**src/rtl/ex_mem_preloader.sv**
```systemverilog
// Streams a 32-bit program/data image into the core's external-memory load
// port. It packs words into two-word instruction plus two-word data beats,
// zero-pads the image up to NUM_BEATS beats, then pulses core reset and
// releases the core.
module ex_mem_preloader #(
    parameter int NUM_BEATS  = 32,
    parameter int ADDR_W     = 9,
    parameter int ADDR_STEP  = 8,
    parameter int RST_CYCLES = 1
) (
    input  logic              clk,
    input  logic              reset,
    input  logic              start,
    input  logic              in_valid,
    output logic              in_ready,
    input  logic [31:0]       in_data,
    input  logic              in_last,
    output logic              enable_load_ex_mem,
    output logic [ADDR_W-1:0] InstExMemAddress,
    output logic [31:0]       InstExMemData1,
    output logic [31:0]       InstExMemData2,
    output logic [ADDR_W-1:0] DataExMemAddress,
    output logic [31:0]       DataExMemData1,
    output logic [31:0]       DataExMemData2,
    output logic              core_reset,
    output logic              busy,
    output logic              done,
    output logic              overflow
);

    localparam int BW = $clog2(NUM_BEATS + 1);
    localparam int RW = (RST_CYCLES > 1) ? $clog2(RST_CYCLES) : 1;

    typedef enum logic [2:0] {IDLE, FILL, WRITE, PAD, CORE_RST, RUN} stateT;

    stateT             stateReg, stateNext;
    logic [31:0]       slotBuf [4];
    logic [31:0]       beatWord [4];
    logic [31:0]       pinData [4];
    logic [1:0]        slotCnt;
    logic [BW-1:0]     beatCnt;
    logic [ADDR_W-1:0] addrReg;
    logic [ADDR_W-1:0] pinAddr;
    logic [ADDR_W-1:0] addrStep;
    logic [RW-1:0]     rstCnt;
    logic              lastSeen;
    logic              overflowReg;
    logic              accept;
    logic              beatDone;
    logic              lastBeat;
    logic              rstDone;

    // The FILL state is the only one that accepts words, so the handshake
    // reduces to in_valid while filling.
    assign accept   = (stateReg == FILL) && in_valid;
    assign beatDone = accept && ((slotCnt == 2'd3) || in_last);
    assign lastBeat = (beatCnt == BW'(NUM_BEATS - 1));
    assign rstDone  = (rstCnt == RW'(RST_CYCLES - 1));
    assign addrStep = addrReg + ADDR_W'(ADDR_STEP);

    // Beat as it would look if the word now on in_data closes it: earlier
    // slots come from the buffer, later slots are zero-filled.
    generate
        for (genvar gi = 0; gi < 4; gi++) begin : gBeatWord
            localparam logic [1:0] SLOT = 2'(gi);
            assign beatWord[gi] = (SLOT < slotCnt)  ? slotBuf[gi] :
                                  (SLOT == slotCnt) ? in_data     : 32'd0;
        end
    endgenerate

    // State register.
    always_ff @(posedge clk) begin
        if (reset) stateReg <= IDLE;
        else       stateReg <= stateNext;
    end

    // Next-state logic.
    always_comb begin
        stateNext = stateReg;
        case (stateReg)
            IDLE, RUN: if (start) stateNext = FILL;
            FILL:      if (beatDone) stateNext = WRITE;
            WRITE:     stateNext = lastBeat ? CORE_RST : (lastSeen ? PAD : FILL);
            PAD:       if (lastBeat) stateNext = CORE_RST;
            CORE_RST:  if (rstDone) stateNext = RUN;
            default:   stateNext = IDLE;
        endcase
    end

    // State-decoded outputs.
    always_comb begin
        in_ready           = 1'b0;
        enable_load_ex_mem = 1'b0;
        core_reset         = 1'b0;
        busy               = 1'b0;
        done               = 1'b0;
        case (stateReg)
            IDLE:     core_reset = 1'b1;
            FILL:     begin in_ready = 1'b1; busy = 1'b1; end
            WRITE:    begin enable_load_ex_mem = 1'b1; busy = 1'b1; end
            PAD:      begin enable_load_ex_mem = 1'b1; busy = 1'b1; end
            CORE_RST: begin core_reset = 1'b1; busy = 1'b1; end
            RUN:      done = 1'b1;
            default:  core_reset = 1'b1;
        endcase
    end

    // Datapath: slot buffer, counters, and the pin registers that hold the
    // beat presented during each strobe (and keep it afterwards).
    always_ff @(posedge clk) begin
        if (reset) begin
            for (int i = 0; i < 4; i++) begin
                slotBuf[i] <= 32'd0;
                pinData[i] <= 32'd0;
            end
            slotCnt     <= 2'd0;
            beatCnt     <= '0;
            addrReg     <= '0;
            pinAddr     <= '0;
            rstCnt      <= '0;
            lastSeen    <= 1'b0;
            overflowReg <= 1'b0;
        end else begin
            case (stateReg)
                IDLE, RUN: begin
                    if (start) begin
                        addrReg     <= '0;
                        beatCnt     <= '0;
                        slotCnt     <= 2'd0;
                        lastSeen    <= 1'b0;
                        overflowReg <= 1'b0;
                    end
                end
                FILL: begin
                    if (accept) begin
                        slotBuf[slotCnt] <= in_data;
                        slotCnt          <= slotCnt + 2'd1;
                        if (in_last) lastSeen <= 1'b1;
                    end
                    if (beatDone) begin
                        pinAddr <= addrReg;
                        for (int i = 0; i < 4; i++) pinData[i] <= beatWord[i];
                    end
                end
                WRITE: begin
                    addrReg <= addrStep;
                    beatCnt <= beatCnt + BW'(1);
                    slotCnt <= 2'd0;
                    rstCnt  <= '0;
                    if (lastBeat && !lastSeen) overflowReg <= 1'b1;
                    // Entering PAD: present the first all-zero beat.
                    if (!lastBeat && lastSeen) begin
                        pinAddr <= addrStep;
                        for (int i = 0; i < 4; i++) pinData[i] <= 32'd0;
                    end
                end
                PAD: begin
                    addrReg <= addrStep;
                    beatCnt <= beatCnt + BW'(1);
                    rstCnt  <= '0;
                    if (!lastBeat) pinAddr <= addrStep;
                end
                CORE_RST: rstCnt <= rstCnt + RW'(1);
                default: ;
            endcase
        end
    end

    assign InstExMemAddress = pinAddr;
    assign DataExMemAddress = pinAddr;
    assign InstExMemData1   = pinData[0];
    assign InstExMemData2   = pinData[1];
    assign DataExMemData1   = pinData[2];
    assign DataExMemData2   = pinData[3];
    assign overflow         = overflowReg;

endmodule
```
**config.mk**
```make
export PLATFORM = sky130hd
export DESIGN_NAME = ex_mem_preloader
export DESIGN_NICKNAME = d
export VERILOG_FILES = /design/src/rtl/ex_mem_preloader.sv
export SDC_FILE = /design/constraint.sdc
export NUM_CORES = 1
export LEC_CHECK = 0
export CORE_MARGIN = 8
export CORE_UTILIZATION = 50
export DETAILED_ROUTE_END_ITERATION = 6
export DONT_BUFFER_PORTS = 1
export GPL_TIMING_DRIVEN = 1
export SYNTH_ARGS = -nofsm -noshare
export SYNTH_HDL_FRONTEND = slang
export SYNTH_SLANG_ARGS = --single-unit
```
**constraint.sdc**
```tcl
create_clock -name clk -period 4.05 [get_ports clk]
set_input_delay 0.81 -clock clk [delete_from_list [all_inputs] [get_ports clk]]
set_output_delay 0.81 -clock clk [all_outputs]
set_load 0.005 [all_outputs]
```
==> impl_metrics.json <==
{
  "cts_root_buffer": "clkbuf_16",
  "max_freq_mhz": 308,
  "synthCells": 958,
  "setup_viol": 0,
  "cp.arrival_ns": 3.63,
  "synth_edf_count": 160,
  "post-route-period-util": 0.801,
  "netlist.area_leader.share": 0.449,
  "crit_path_end_kind": "flip-flop",
  "ant_nets": 0,
  "dr.pass1.iters": 6,
  "r2r_slack_ns": 0.80,
  "worstMarginPinSlew_ns": 1.15,
  "final_max_slew_viol_count": 0,
  "fin_nets": 965,
  "ir_drop_mv": 0.289,
  "synth_flop_cell": "edfxtp_1",
  "synth_warnings": 0,
  "cts_hold_repair.buffers": 0,
  "synth_most_common_cell": "nor2_1",
  "die_w_um": 162,
  "worstSetupStartpointType": "flip-flop",
  "num_vias": 6953,
  "path_class": "reg2reg",
  "ys_seq_elements": 250,
  "gp_congestion": 0.780,
  "initial_core_util": 0.509,
  "clk_pin_slew_ns": 0.06,
  "maxCapViolations": 0,
  "p_per_area_nw_per_um2": 468,
  "wirelength_um": 26100,
  "grt_max_degree": 72,
  "cts_htree_levels": 1,
  "hold_path_class": "in2reg",
  "die_area_sq_um": 26300,
  "fin_skew_ns": 0.0133,
  "pin_count": 189,
  "post-route-util": 0.553,
  "post_cts_buffers": 0,
  "viasPerCell": 5.72,
  "dieHeight_um": 162,
  "finalCriticalPeriod_ns": 3.25,
  "status": "finished, final reports clean",
  "finalHoldViolations": 0,
  "required_ns": 4.43,
  "cts_tree": "done",
  "synth.distinct_cells": 48,
  "syn_area_sq_um": 10700,
  "syn_to_final_growth_pct": 8.82,
  "dp_hpwl_um": 17100,
  "port_buffers": 0,
  "cp_max_fo": 71,
  "grt_pass1_wl_um": 39300,
  "synth.avg_cell_area_sq_um": 11.2,
  "track_usage": 0.189,
  "drtIter0Drc": 543,
  "clock_path_buffers": 3,
  "cts_buffers": 27,
  "leakage_nw": 4.37,
  "fin_tns_setup_ns": 0,
  "rows": 53,
  "drive_gt1_frac": 0.0840,
  "async_flop_share": 0,
  "fillers": 1750,
  "grt_antenna_before_repair": 0,
  "cts.sinks": 250,
  "antennaDiodeCount": 0,
  "synth_top_area_cell": "edfxtp_1",
  "rsz0062_at_grt": "false",
  "drcViolationCount": 0,
  "synth_commonest_cells": "nor2_1 (180), edfxtp_1 (160), and2_1 (97)",
  "post_cts_resized": 0,
  "overflow": 0,
  "synth-seq-area-share": 0.618,
  "wl_per_cell_um": 21.5,
  "max_slew_margin": 0.231,
  "clock_latency_ns": 0.53,
  "core_area_sq_um": 21000,
  "ys_top_cells_by_area": "edfxtp_1 (45%), dfxtp_1 (17%), nor2_1 (6.3%), and2_1 (5.7%), mux2i_1 (3.7%)",
  "grt_pass1_vias": 6551
}
-- through the flow --
stage / instances / hold WS, ns / total power, mW / area, sq um / setup WS, ns
3_3_place_gp: 1167 / 0.445 / 3.16 / 10800 / 1.03
3_5_place_dp: 1167 / 0.473 / 3.18 / 10800 / 0.920
6_report: 1216 / 0.361 / 5.45 / 11600 / 0.805
5_1_grt: 1216 / 0.339 / 5.63 / 11600 / 0.584
4_1_cts: 1216 / 0.328 / 5.49 / 11600 / 0.899
2_1_floorplan: 963 / 0.438 / 3.11 / 10700 / 0.420
-- final timing paths --
check	startpoint	end	cells past startpoint
hold reg to reg	beatCnt[5]	beatCnt[5]	2
hold / removal	reset	DataExMemAddress[4]	1
setup reg to reg	slotCnt[1]	DataExMemAddress[5]	6
setup / recovery	slotCnt[1]	DataExMemAddress[5]	6
-- layout by cell type, fill, tap and decap left out, drive strengths merged, types with 3 or more instances in the layout --
cell type / netlist / layout
inv: 7 / 9
dfxtp: 90 / 90
o21ai: 6 / 6
or2: 6 / 6
a22oi: 39 / 39
nor2: 180 / 180
conb: 1 / 6
nand2: 40 / 40
clkbuf: 44 / 37
mux2i: 39 / 39
nand3: 7 / 7
nor3: 8 / 8
buf: 40 / 13
a32oi: 4 / 4
o21bai: 3 / 3
and2: 97 / 97
a221oi: 6 / 6
xnor2: 5 / 5
nor2b: 6 / 6
ha: 7 / 7
nand2b: 10 / 10
a211oi: 34 / 34
a21oi: 70 / 70
nor3b: 3 / 3
clkinv: 0 / 10
and3: 30 / 30
edfxtp: 160 / 160
-- critical path, stage by stage (launching register included) --
cell	delay, ns
dfxtp_2	0.88
ha_2	0.62
o21ai_0	0.27
nor3_4	0.19
buf_4	0.62
nand2b_1	0.33
a221oi_1	0.14
-- layer usage --
metal | track usage | part of all wire | vias up
met3 | 0.0638 | 0.093 | 23
met1 | 0.240 | 0.42 | 3381
met4 | 0.0404 | 0.012 | 0
met5 | 0 | 0 | -
li1 | - | - | 3302
met2 | 0.308 | 0.47 | 247
-- registers in the layout, indices dropped and copies added, names as in the netlist --
register,cells
pinData,128
slotBuf,96
DataExMemAddress,6
addrReg,6
beatCnt,6
stateReg,3
slotCnt,2
lastSeen,1
overflow,1
rstCnt,1
-- final cells by class --
class	instances	area, sq um	share of cell area
inverters	7	26.3	0.00226
flip-flops and latches	250	6610	0.568
multi-input cells	622	3710	0.319
repair buffers	13	97.6	0.00839
well taps	275	344	0.0296
clock inverters	12	61.3	0.00527
clock buffers	37	786	0.0675
-- kinds of logic (layout without fill, tap and decap cells) --
family | after synthesis | count (layout) | synth area share
multiplexers | 40 | 40 | 0.0376
flip-flops | 250 | 250 | 0.618
AND/OR/NAND/NOR | 390 | 390 | 0.182
buffers and inverters | 91 | 69 | 0.0411
other | 1 | 6 | 0.000351
AO/OA/AOI/OAI | 173 | 173 | 0.108
XOR/XNOR | 6 | 6 | 0.00492
adder cells (fa/ha/maj) | 7 | 7 | 0.00819
-- power breakdown --
group	internal [mW]	switching [mW]	leakage, nW
combinational	0.0814	0.162	1.55
clock	1.35	0.978	0.421
sequential	2.81	0.0634	2.39
Power figures use the tool's default switching activity.
